**config.mk**
```make
export PLATFORM = sky130hd
export DESIGN_NAME = led_delay_counter_flat
export DESIGN_NICKNAME = d
export VERILOG_FILES = /design/src/rtl/led_delay_counter_if.sv /design/src/rtl/led_delay_counter.sv /design/src/flat_wrapper.sv
export SDC_FILE = /design/constraint.sdc
export NUM_CORES = 1
export LEC_CHECK = 0
export CAP_MARGIN = 10
export CORE_ASPECT_RATIO = 1.25
export CORE_MARGIN = 2
export CORE_UTILIZATION = 60
export DETAILED_ROUTE_END_ITERATION = 10
export PLACE_DENSITY = 0.93
export SYNTH_ARGS = -nofsm -noshare
export SYNTH_HDL_FRONTEND = slang
export SYNTH_SLANG_ARGS = --single-unit
```
**constraint.sdc**
```tcl
create_clock -name clk -period 7.3 [get_ports clk]
set_input_delay 1.46 -clock clk [delete_from_list [all_inputs] [get_ports clk]]
set_output_delay 1.46 -clock clk [all_outputs]
set_load 0.02 [all_outputs]
```
**src/rtl/led_delay_counter_if.sv**
```systemverilog
// led_delay_counter_if: command/status bundle between the LED-effect controller and the delay counter
interface led_delay_counter_if #(parameter int WIDTH = 32);
  logic             c_reset;
  logic             c_limit_we;
  logic             c_enable;
  logic [WIDTH-1:0] limit_in;
  logic             limit_reached;
  logic [WIDTH-1:0] count;
  logic             busy;
  modport master(output c_reset, c_limit_we, c_enable, limit_in, input limit_reached, count, busy);
  modport slave(input c_reset, c_limit_we, c_enable, limit_in, output limit_reached, count, busy);
endinterface

```
**src/rtl/led_delay_counter.sv**
```systemverilog
// led_delay_counter: programmable prescaled delay counter that answers the controller's counter commands
module led_delay_counter #(
  parameter int WIDTH    = 32,
  parameter int PRESCALE = 1
) (
  input logic             clk,
  input logic             reset_n,
  led_delay_counter_if.slave bus
);
  localparam int PW = PRESCALE > 1 ? $clog2(PRESCALE) : 1;
  typedef enum logic [1:0] {IDLE, COUNT, DONE} state_t;
  state_t           state;
  logic [WIDTH-1:0] limit_reg;
  logic [PW-1:0]    presc;
  logic             wrap, hit, stale;
  assign wrap  = presc == PW'(PRESCALE - 1);
  assign hit   = bus.count + WIDTH'(1) == limit_reg;
  // a count already at/over the limit (reload below count) is treated as reached
  assign stale = limit_reg == '0 || bus.count >= limit_reg;
  always_ff @(posedge clk or negedge reset_n) begin
    if (!reset_n) begin
      state             <= IDLE;
      limit_reg         <= '0;
      presc             <= '0;
      bus.count         <= '0;
      bus.limit_reached <= 1'b0;
      bus.busy          <= 1'b0;
    end else begin
      if (bus.c_limit_we) limit_reg <= bus.limit_in;
      if (bus.c_reset || bus.c_limit_we) begin
        state             <= IDLE;
        bus.limit_reached <= 1'b0;
        bus.busy          <= 1'b0;
        if (bus.c_reset) begin
          bus.count <= '0;
          presc     <= '0;
        end
      end else if (bus.c_enable && state != DONE) begin
        if (state == IDLE && stale) begin
          state             <= DONE;
          bus.limit_reached <= 1'b1;
        end else begin
          presc <= wrap ? '0 : presc + PW'(1);
          if (wrap) bus.count <= bus.count + WIDTH'(1);
          state             <= wrap && hit ? DONE : COUNT;
          bus.limit_reached <= wrap && hit;
          bus.busy          <= !(wrap && hit);
        end
      end
    end
  end
endmodule

```
**src/flat_wrapper.sv**
```systemverilog
// flat-port wrapper written by rule: the top's interface ports become plain ports
module led_delay_counter_flat 
#(
  parameter int WIDTH    = 32,
  parameter int PRESCALE = 1
)
  (clk, reset_n, bus_c_reset, bus_c_limit_we, bus_c_enable, bus_limit_in, bus_limit_reached, bus_count, bus_busy);
  led_delay_counter_if #(.WIDTH(WIDTH)) bus_i ();
  input logic clk;
  input logic reset_n;
  input wire logic [$bits(bus_i.c_reset)-1:0] bus_c_reset;
  input wire logic [$bits(bus_i.c_limit_we)-1:0] bus_c_limit_we;
  input wire logic [$bits(bus_i.c_enable)-1:0] bus_c_enable;
  input wire logic [$bits(bus_i.limit_in)-1:0] bus_limit_in;
  output wire logic [$bits(bus_i.limit_reached)-1:0] bus_limit_reached;
  output wire logic [$bits(bus_i.count)-1:0] bus_count;
  output wire logic [$bits(bus_i.busy)-1:0] bus_busy;
  assign bus_i.c_reset = bus_c_reset;
  assign bus_i.c_limit_we = bus_c_limit_we;
  assign bus_i.c_enable = bus_c_enable;
  assign bus_i.limit_in = bus_limit_in;
  assign bus_limit_reached = bus_i.limit_reached;
  assign bus_count = bus_i.count;
  assign bus_busy = bus_i.busy;
  led_delay_counter #(.WIDTH(WIDTH), .PRESCALE(PRESCALE)) u_core (.clk(clk), .reset_n(reset_n), .bus(bus_i));
endmodule
```
==> impl_results.md, run 1 <==
* Die area at between 9000 and 10000 um^2
* Final worst path period share at approximately half
* P&R area growth vs syn at 18.2%
* CP Class: register to register
* Slew @ Worst Pin at 0.883 ns
* Drt total wl at approximately 14000 um
* Post-DRT Antenna Nets at 0
* DIE HEIGHT at roughly 110 um
* Largest net degree at the start of global routing at 70
* CTS Hold Bufs at 0
* Yosys warnings at 0
* Total global routing track utilization at between 30% and 40%
* P per Cell Area at between 150 and 200 nW/um^2
* N_diodes at 0
* Via Count at 4582
* Max-slew headroom at between 40 and 50%
* Cell count after synthesis at approximately 570
* Peak VDD IR at between 0.1 and 0.15 mV
* PostCTS Resize Cnt at 0
* Post-synth EDFFs at 0
* Async S/R FF share, synth at 100%
* Pre-Repair DR Iteration Count at 6
* Cells along the critical path: ha_1 -> a21oi_1 -> o21ai_0 -> a31oi_1 -> o211ai_1 -> o211a_1 -> buf_4 -> or4_1 -> or3_1 -> a21oi_1
* DP Wirelength at a little over 10000 um
* DR vias/cell at approximately 6.3
* Initial detailed-routing violation count at 380
* RSZ-0062 raised after global routing: no
* WHS at 0.605 ns
* Final Slew Violations at 0
* Sink Count at 68
* Total power at 0.911 mW
* NumNets Final at 692
* Seq cells post-synth at around 70
* Core area at 8150 um^2
* Clock-pin slew of the registers on the worst-case setup and hold paths at approximately 0.080 ns
* Hold depth at 2
* Top Ports at 71
* Setup TNS at 0 ns
* Post-Syn Area per Cell at approximately 9 um^2
* DR WL/cell at ~20 um
* Critical path peak fanout at 16
* PnR worst setup slack at between 3 and 4 ns
* Die width at roughly 85 um
* Rows at 37
* Peak Freq at ~280 MHz
* Most common cell on crit path: a21oi_1
* Starting Density at 60.9%
* Skew final at 0.0144 ns
* IO buf count at 70
* Remaining DRCs at 0
* Sequential share of the synthesized area at 34.3%
* Worst Setup End Kind: register
* Ys flop type: dfrtp_1
* Post-CTS setup buffer count at 0
* Fillers at 601
* CP required at approximately 7.6 ns
* CP max stage cell: or4_1
* Leak pwr at 2.48 nW
* Initial antenna violation count at 0
* Status: completed
* Net Count, Synth at roughly 640
* Global-route wire length before repair at ~23000 um
* Longest Clk Path Bufs at 2
* Post-Synthesis Cell Area at just under 5000 um^2
* WP data arrival at between 3 and 4 ns
* Share of layout cells above drive strength 1 at 7.34%
* H-tree depth at 3
* Tmin final at ~3.6 ns
* Vias in the first global route at roughly 4600
* Post-placement setup slack at between 3 and 4 ns
* Later-pin clock latency in the skew report at 0.38 ns
* Hold Fails Final Rpt at 0
* Post-synth cell types at 57
* Setup-failing EPs final at 0
* TritonCTS Buffers at 9
* MaxCap Viol Count at 0
* Hold WC Path Type: register to register
* CTS tree: yes
* GRT Residual Overflow at 0
* GP Congestion at 0.917
* FF-to-FF path depth at 10
* Clk root buf: clkbuf_8
* CP startpoint kind: register
* CP peak stage delay at ~0.60 ns
## synthesized netlist by cell type, types with 13 or more instances
library cell	count	area, um^2
nor3_1	23	115
dfrtp_1	68	1700
xnor2_1	56	490
xor2_1	13	114
inv_1	37	139
o21ai_0	41	205
nand2_1	49	184
clkbuf_1	16	60.1
ha_1	33	413
nand4_1	17	106
nor2_1	47	176
nor4_1	18	113
a21oi_1	17	85.1
nand3_1	18	90.1
## routing by layer
metal	vias to the layer above	global-route usage, %	part of all wire (%)
met3	70	7.99	6.4
met5	-	0	0
met4	0	16.4	5.1
met1	2163	39.3	39
met2	236	55.7	50
li1	2113	-	-
## layout make-up
class                   count  area [um^2]  share of cell area [%]
clock inverters             6         87.6                    1.49
well taps                  97          121                    2.07
repair buffers             75          728                    12.4
clock buffers              10          128                    2.18
flip-flops and latches     68         1700                    29.0
multi-input cells         431         2960                    50.4
inverters                  37          139                    2.37
## report_power, final
group          switching, mW  internal, mW
Sequential            0.0229         0.394
Clock                  0.161         0.193
Combinational         0.0795        0.0607
Total                  0.263         0.648
## cells by family (layout without fill, tap and decap cells)
kind of cell,count (synthesis),count (layout),synth area share [%]
flip-flops,68,68,34.3
AO/OA/AOI/OAI,94,94,11.8
buffers and inverters,68,128,6.05
adder cells (fa/ha/maj),33,33,8.33
multiplexers,8,8,1.99
XOR/XNOR,69,69,12.2
AND/OR/NAND/NOR,227,227,25.3
## worst max-delay path, delay by kind of cell (launching register included)
kind            cells  cell delay, ns
compound gates      6            1.36
simple gates        2            0.97
flops               1            0.51
fa+ha+maj           1            0.38
buf+inv             1            0.30
## through the flow
stage | util [%] | instances | instance area (um^2)
3_3_place_gp | 69.3 | 708 | 5650
2_1_floorplan | - | 567 | 4960
5_1_grt | 72.0 | 724 | 5860
6_report | 72.0 | 724 | 5860
4_1_cts | 72.0 | 724 | 5860
3_5_place_dp | 69.3 | 708 | 5650
## path summary, 6_finish.rpt
check,from,to,slack [ns]
worst max-delay path,u_core.bus.count[2]$_DFFE_PN0P_,u_core.bus.count[31]$_DFFE_PN0P_,3.70
worst min-delay path,u_core.bus.limit_reached$_DFFE_PN0P_,u_core.bus.limit_reached$_DFFE_PN0P_,0.60
worst max register to register,u_core.bus.count[2]$_DFFE_PN0P_,u_core.bus.count[31]$_DFFE_PN0P_,3.70
worst min register to register,u_core.bus.limit_reached$_DFFE_PN0P_,u_core.bus.limit_reached$_DFFE_PN0P_,0.60
max in group asynchronous,reset_n,u_core.limit_reg[18]$_DFFE_PN0P_,5.43
min in group asynchronous,reset_n,u_core.limit_reg[12]$_DFFE_PN0P_,1.26
## placed cells by master, fill, tap and decap left out, drive strengths merged, types with 2 or more instances in the layout
master         instances
o31ai                  5
and4                   4
nor2b                  7
o2111ai                2
nand4                 20
xor2                  13
buf                    7
mux2                   5
and2                   3
nor2                  47
and3                   4
o211ai                 3
xnor2                 56
a21oi                 17
inv                   38
clkdlybuf4s50         68
bufinv                 2
or2                    5
dfrtp                 68
o21a                   3
nand2                 49
a211o                  2
ha                    33
o21ai                 42
mux2i                  2
nor3                  24
or3                    5
nand3                 19
or4                   10
clkbuf                10
clkinv                 3
nor3b                  5
a21o                   9
a211oi                 3
nor4                  22
Note: power is estimated with default switching activity, not from simulation.
==> inputs of run 2 (changes only) <==
--- a/config.mk
+++ b/config.mk
@@ -8,9 +8,9 @@
 export CAP_MARGIN = 10
 export CORE_ASPECT_RATIO = 1.25
 export CORE_MARGIN = 2
-export CORE_UTILIZATION = 60
+export CORE_UTILIZATION = 50
 export DETAILED_ROUTE_END_ITERATION = 10
-export PLACE_DENSITY = 0.93
+export PLACE_DENSITY = 0.83
 export SYNTH_ARGS = -nofsm -noshare
 export SYNTH_HDL_FRONTEND = slang
 export SYNTH_SLANG_ARGS = --single-unit
==> constraint.sdc (replaced) <==
create_clock -name clk -period 3.3 [get_ports clk]
set_input_delay 0.66 -clock clk [delete_from_list [all_inputs] [get_ports clk]]
set_output_delay 0.66 -clock clk [all_outputs]
set_load 0.02 [all_outputs]
==> impl_results.md, run 2 (same netlist as run 1, synthesis figures left out) <==
* Global-route wire length before repair at 23500 um (+0.44%)
* Top Ports at 71 (unchanged)
* MaxCap Viol Count at 0 (unchanged)
* WP data arrival at 3.39 ns (-0.50 ns)
* CTS tree: yes
* Total global routing track utilization at 28.3% (-4.9 points)
* Post-DRT Antenna Nets at 0 (unchanged)
* CP required at 3.55 ns (-4.05 ns)
* Sink Count at 68 (unchanged)
* Slew @ Worst Pin at 0.833 ns (-0.0503 ns)
* Most frequent cells in the layout: 68 x clkdlybuf4s50_1, 68 x dfrtp_1, 56 x xnor2_1, 49 x nand2_1, 47 x nor2_1
* Longest Clk Path Bufs at 2 (unchanged)
* N_diodes at 0 (unchanged)
* DR WL met3 at 724 um (-21%)
* Max Used Layer: met4
* Worst Path Buf+Inv at 0 (-1)
* Hold WC Path Type: primary input to asynchronous set/reset pin
* Final worst path period share at 95.4% (+46 points)
* Skew final at 0.00604 ns (-0.00837 ns)
* RSZ-0062 raised after global routing: no
* Total power at 2.18 mW (+140%)
* Via Count at 4568 (-0.31%)
* TritonCTS Buffers at 9 (unchanged)
* Starting Density at 51.3% (-9.5 points)
* Die area at 10700 um^2 (+19%)
* Later-pin clock latency in the skew report at 0.34 ns (-0.04 ns)
* Clock-pin slew of the registers on the worst-case setup and hold paths at 0.06 ns (-0.02 ns)
* Initial detailed-routing violation count at 295 (-22%)
* Drt total wl at 14600 um (+2.4%)
* P per Cell Area at 352 nW/um^2 (+130%)
* DIE HEIGHT at 115 um (+9.2%)
* Fin area at 6190 um^2 (+5.6%)
* Remaining DRCs at 0 (unchanged)
* CP peak stage delay at 0.58 ns (-0.02 ns)
* Max-slew headroom at 44.3% (+3.2 points)
* GRT Residual Overflow at 0 (unchanged)
* Peak Freq at 318 MHz (+14%)
* Rows at 40 (+8.1%)
* GP Congestion at 0.951 (+3.7%)
* Core area at 9660 um^2 (+19%)
* P&R area growth vs syn at 24.8%
* Initial antenna violation count at 0 (unchanged)
* Met1 Wirelength at 6010 um (+8.8%)
* Clk root buf: clkbuf_16
* CP Class: register to register
* DR vias/cell at 5.86 (-7.3%)
* CP top delay family: simple AND/OR/NAND/NOR gates
* Met2 wire len at 7340 um (+3.3%)
* DP Wirelength at 10900 um (+6.9%)
* Hold Fails Final Rpt at 0 (unchanged)
* CP startpoint kind: register
* Worst Setup End Kind: register
* IO buf count at 70 (unchanged)
* Largest net degree at the start of global routing at 69 (-1.4%)
* Leak pwr at 2.68 nW (+8.0%)
* Post-CTS setup buffer count at 0 (unchanged)
* Share of layout cells above drive strength 1 at 11.3% (+4.0 points)
* Die width at 93.1 um (+9.1%)
* Setup-failing EPs final at 0 (unchanged)
* DR WL/cell at 18.8 um (-4.8%)
* Tmin final at 3.15 ns (-0.451 ns)
* Cells along the critical path: nand4_4 -> or3_2 -> xnor2_1 -> or4_1 -> or4_4 -> nor4_4 -> a41oi_2 -> nor4_2
* Dpl cell area at 5890 um^2 (+4.3%)
* Pre-Repair DR Iteration Count at 5 (-1)
* Setup TNS at 0 ns (unchanged)
* Peak VDD IR at 0.213 mV (+45%)
* Placed cell count at 763 (+7.8%)
* Critical path peak fanout at 9 (-7)
* H-tree depth at 3 (unchanged)
* Status: completed
* Final std cells w/o fill at 779 (+7.6%)
* Final Slew Violations at 0 (unchanged)
* Vias in the first global route at 4679 (+1.4%)
* NumNets Final at 718 (+3.8%)
* CP max stage cell: or3_2
## run 2: cell types whose count changed in the layout (fill, tap and decap cells not counted), sizes merged
cell and delta:
buf +26, clkinv +2, bufinv -1, inv -1
## run 2: metrics by stage
step,hold slack [ns],util [%],worst slack [ns]
2_1_floorplan,0.364,-,0.305
3_3_place_gp,0.564,61.0,0.248
3_5_place_dp,0.570,61.0,0.152
4_1_cts,0.359,63.9,0.122
5_1_grt,0.379,64.1,0.00887
6_report,0.324,64.1,0.153
## run 2: cell type report
type                    instances  area, um^2
clock buffers                  10         229
inverters                      37         139
well taps                     126         158
multi-input cells             431        2970
fillers                       802        3470
flip-flops and latches         68        1700
repair buffers                101         936
clock inverters                 6        55.1
## run 2: repair_timing
| action | 4_1_cts | 5_1_grt |
|---|---|---|
| resized for setup | 0 | 3 |
| setup endpoints to repair | 0 | 4 |
| hold buffers | 0 | 0 |
## run 2: where the power goes
part,switching (mW),internal (mW)
clock,0.366,0.578
combinational,0.171,0.137
sequential,0.0538,0.873
total,0.591,1.59
## run 2: worst reg2reg max path: cells and delay by family, from the launching register on
family,cells,cell delay [ns]
and+or+nand+nor,6,2.14
AOI/OAI and AO/OA,1,0.21
DFF,1,0.55
xor gates and xnor gates,1,0.15
## run 2: worst paths after layout
kind	startpoint	slack, ns	cells after the start	to
min reg2reg	u_core.bus.limit_reached$_DFFE_PN0P_	0.58	2	u_core.bus.limit_reached$_DFFE_PN0P_
max reg2reg	u_core.bus.count[2]$_DFFE_PN0P_	0.15	8	u_core.bus.limit_reached$_DFFE_PN0P_
min	reset_n	0.32	2	u_core.limit_reg[25]$_DFFE_PN0P_
min in group clk	u_core.bus.limit_reached$_DFFE_PN0P_	0.58	2	u_core.bus.limit_reached$_DFFE_PN0P_
max	u_core.bus.count[2]$_DFFE_PN0P_	0.15	8	u_core.bus.limit_reached$_DFFE_PN0P_
max in group asynchronous	reset_n	2.64	2	u_core.bus.count[3]$_DFFE_PN0P_
## run 2: metal layers
layer,global-route usage [%],vias up
met3,5.90,40
li1,-,2160
met5,0,-
met4,12.9,0
met1,34.5,2209
met2,48.3,159
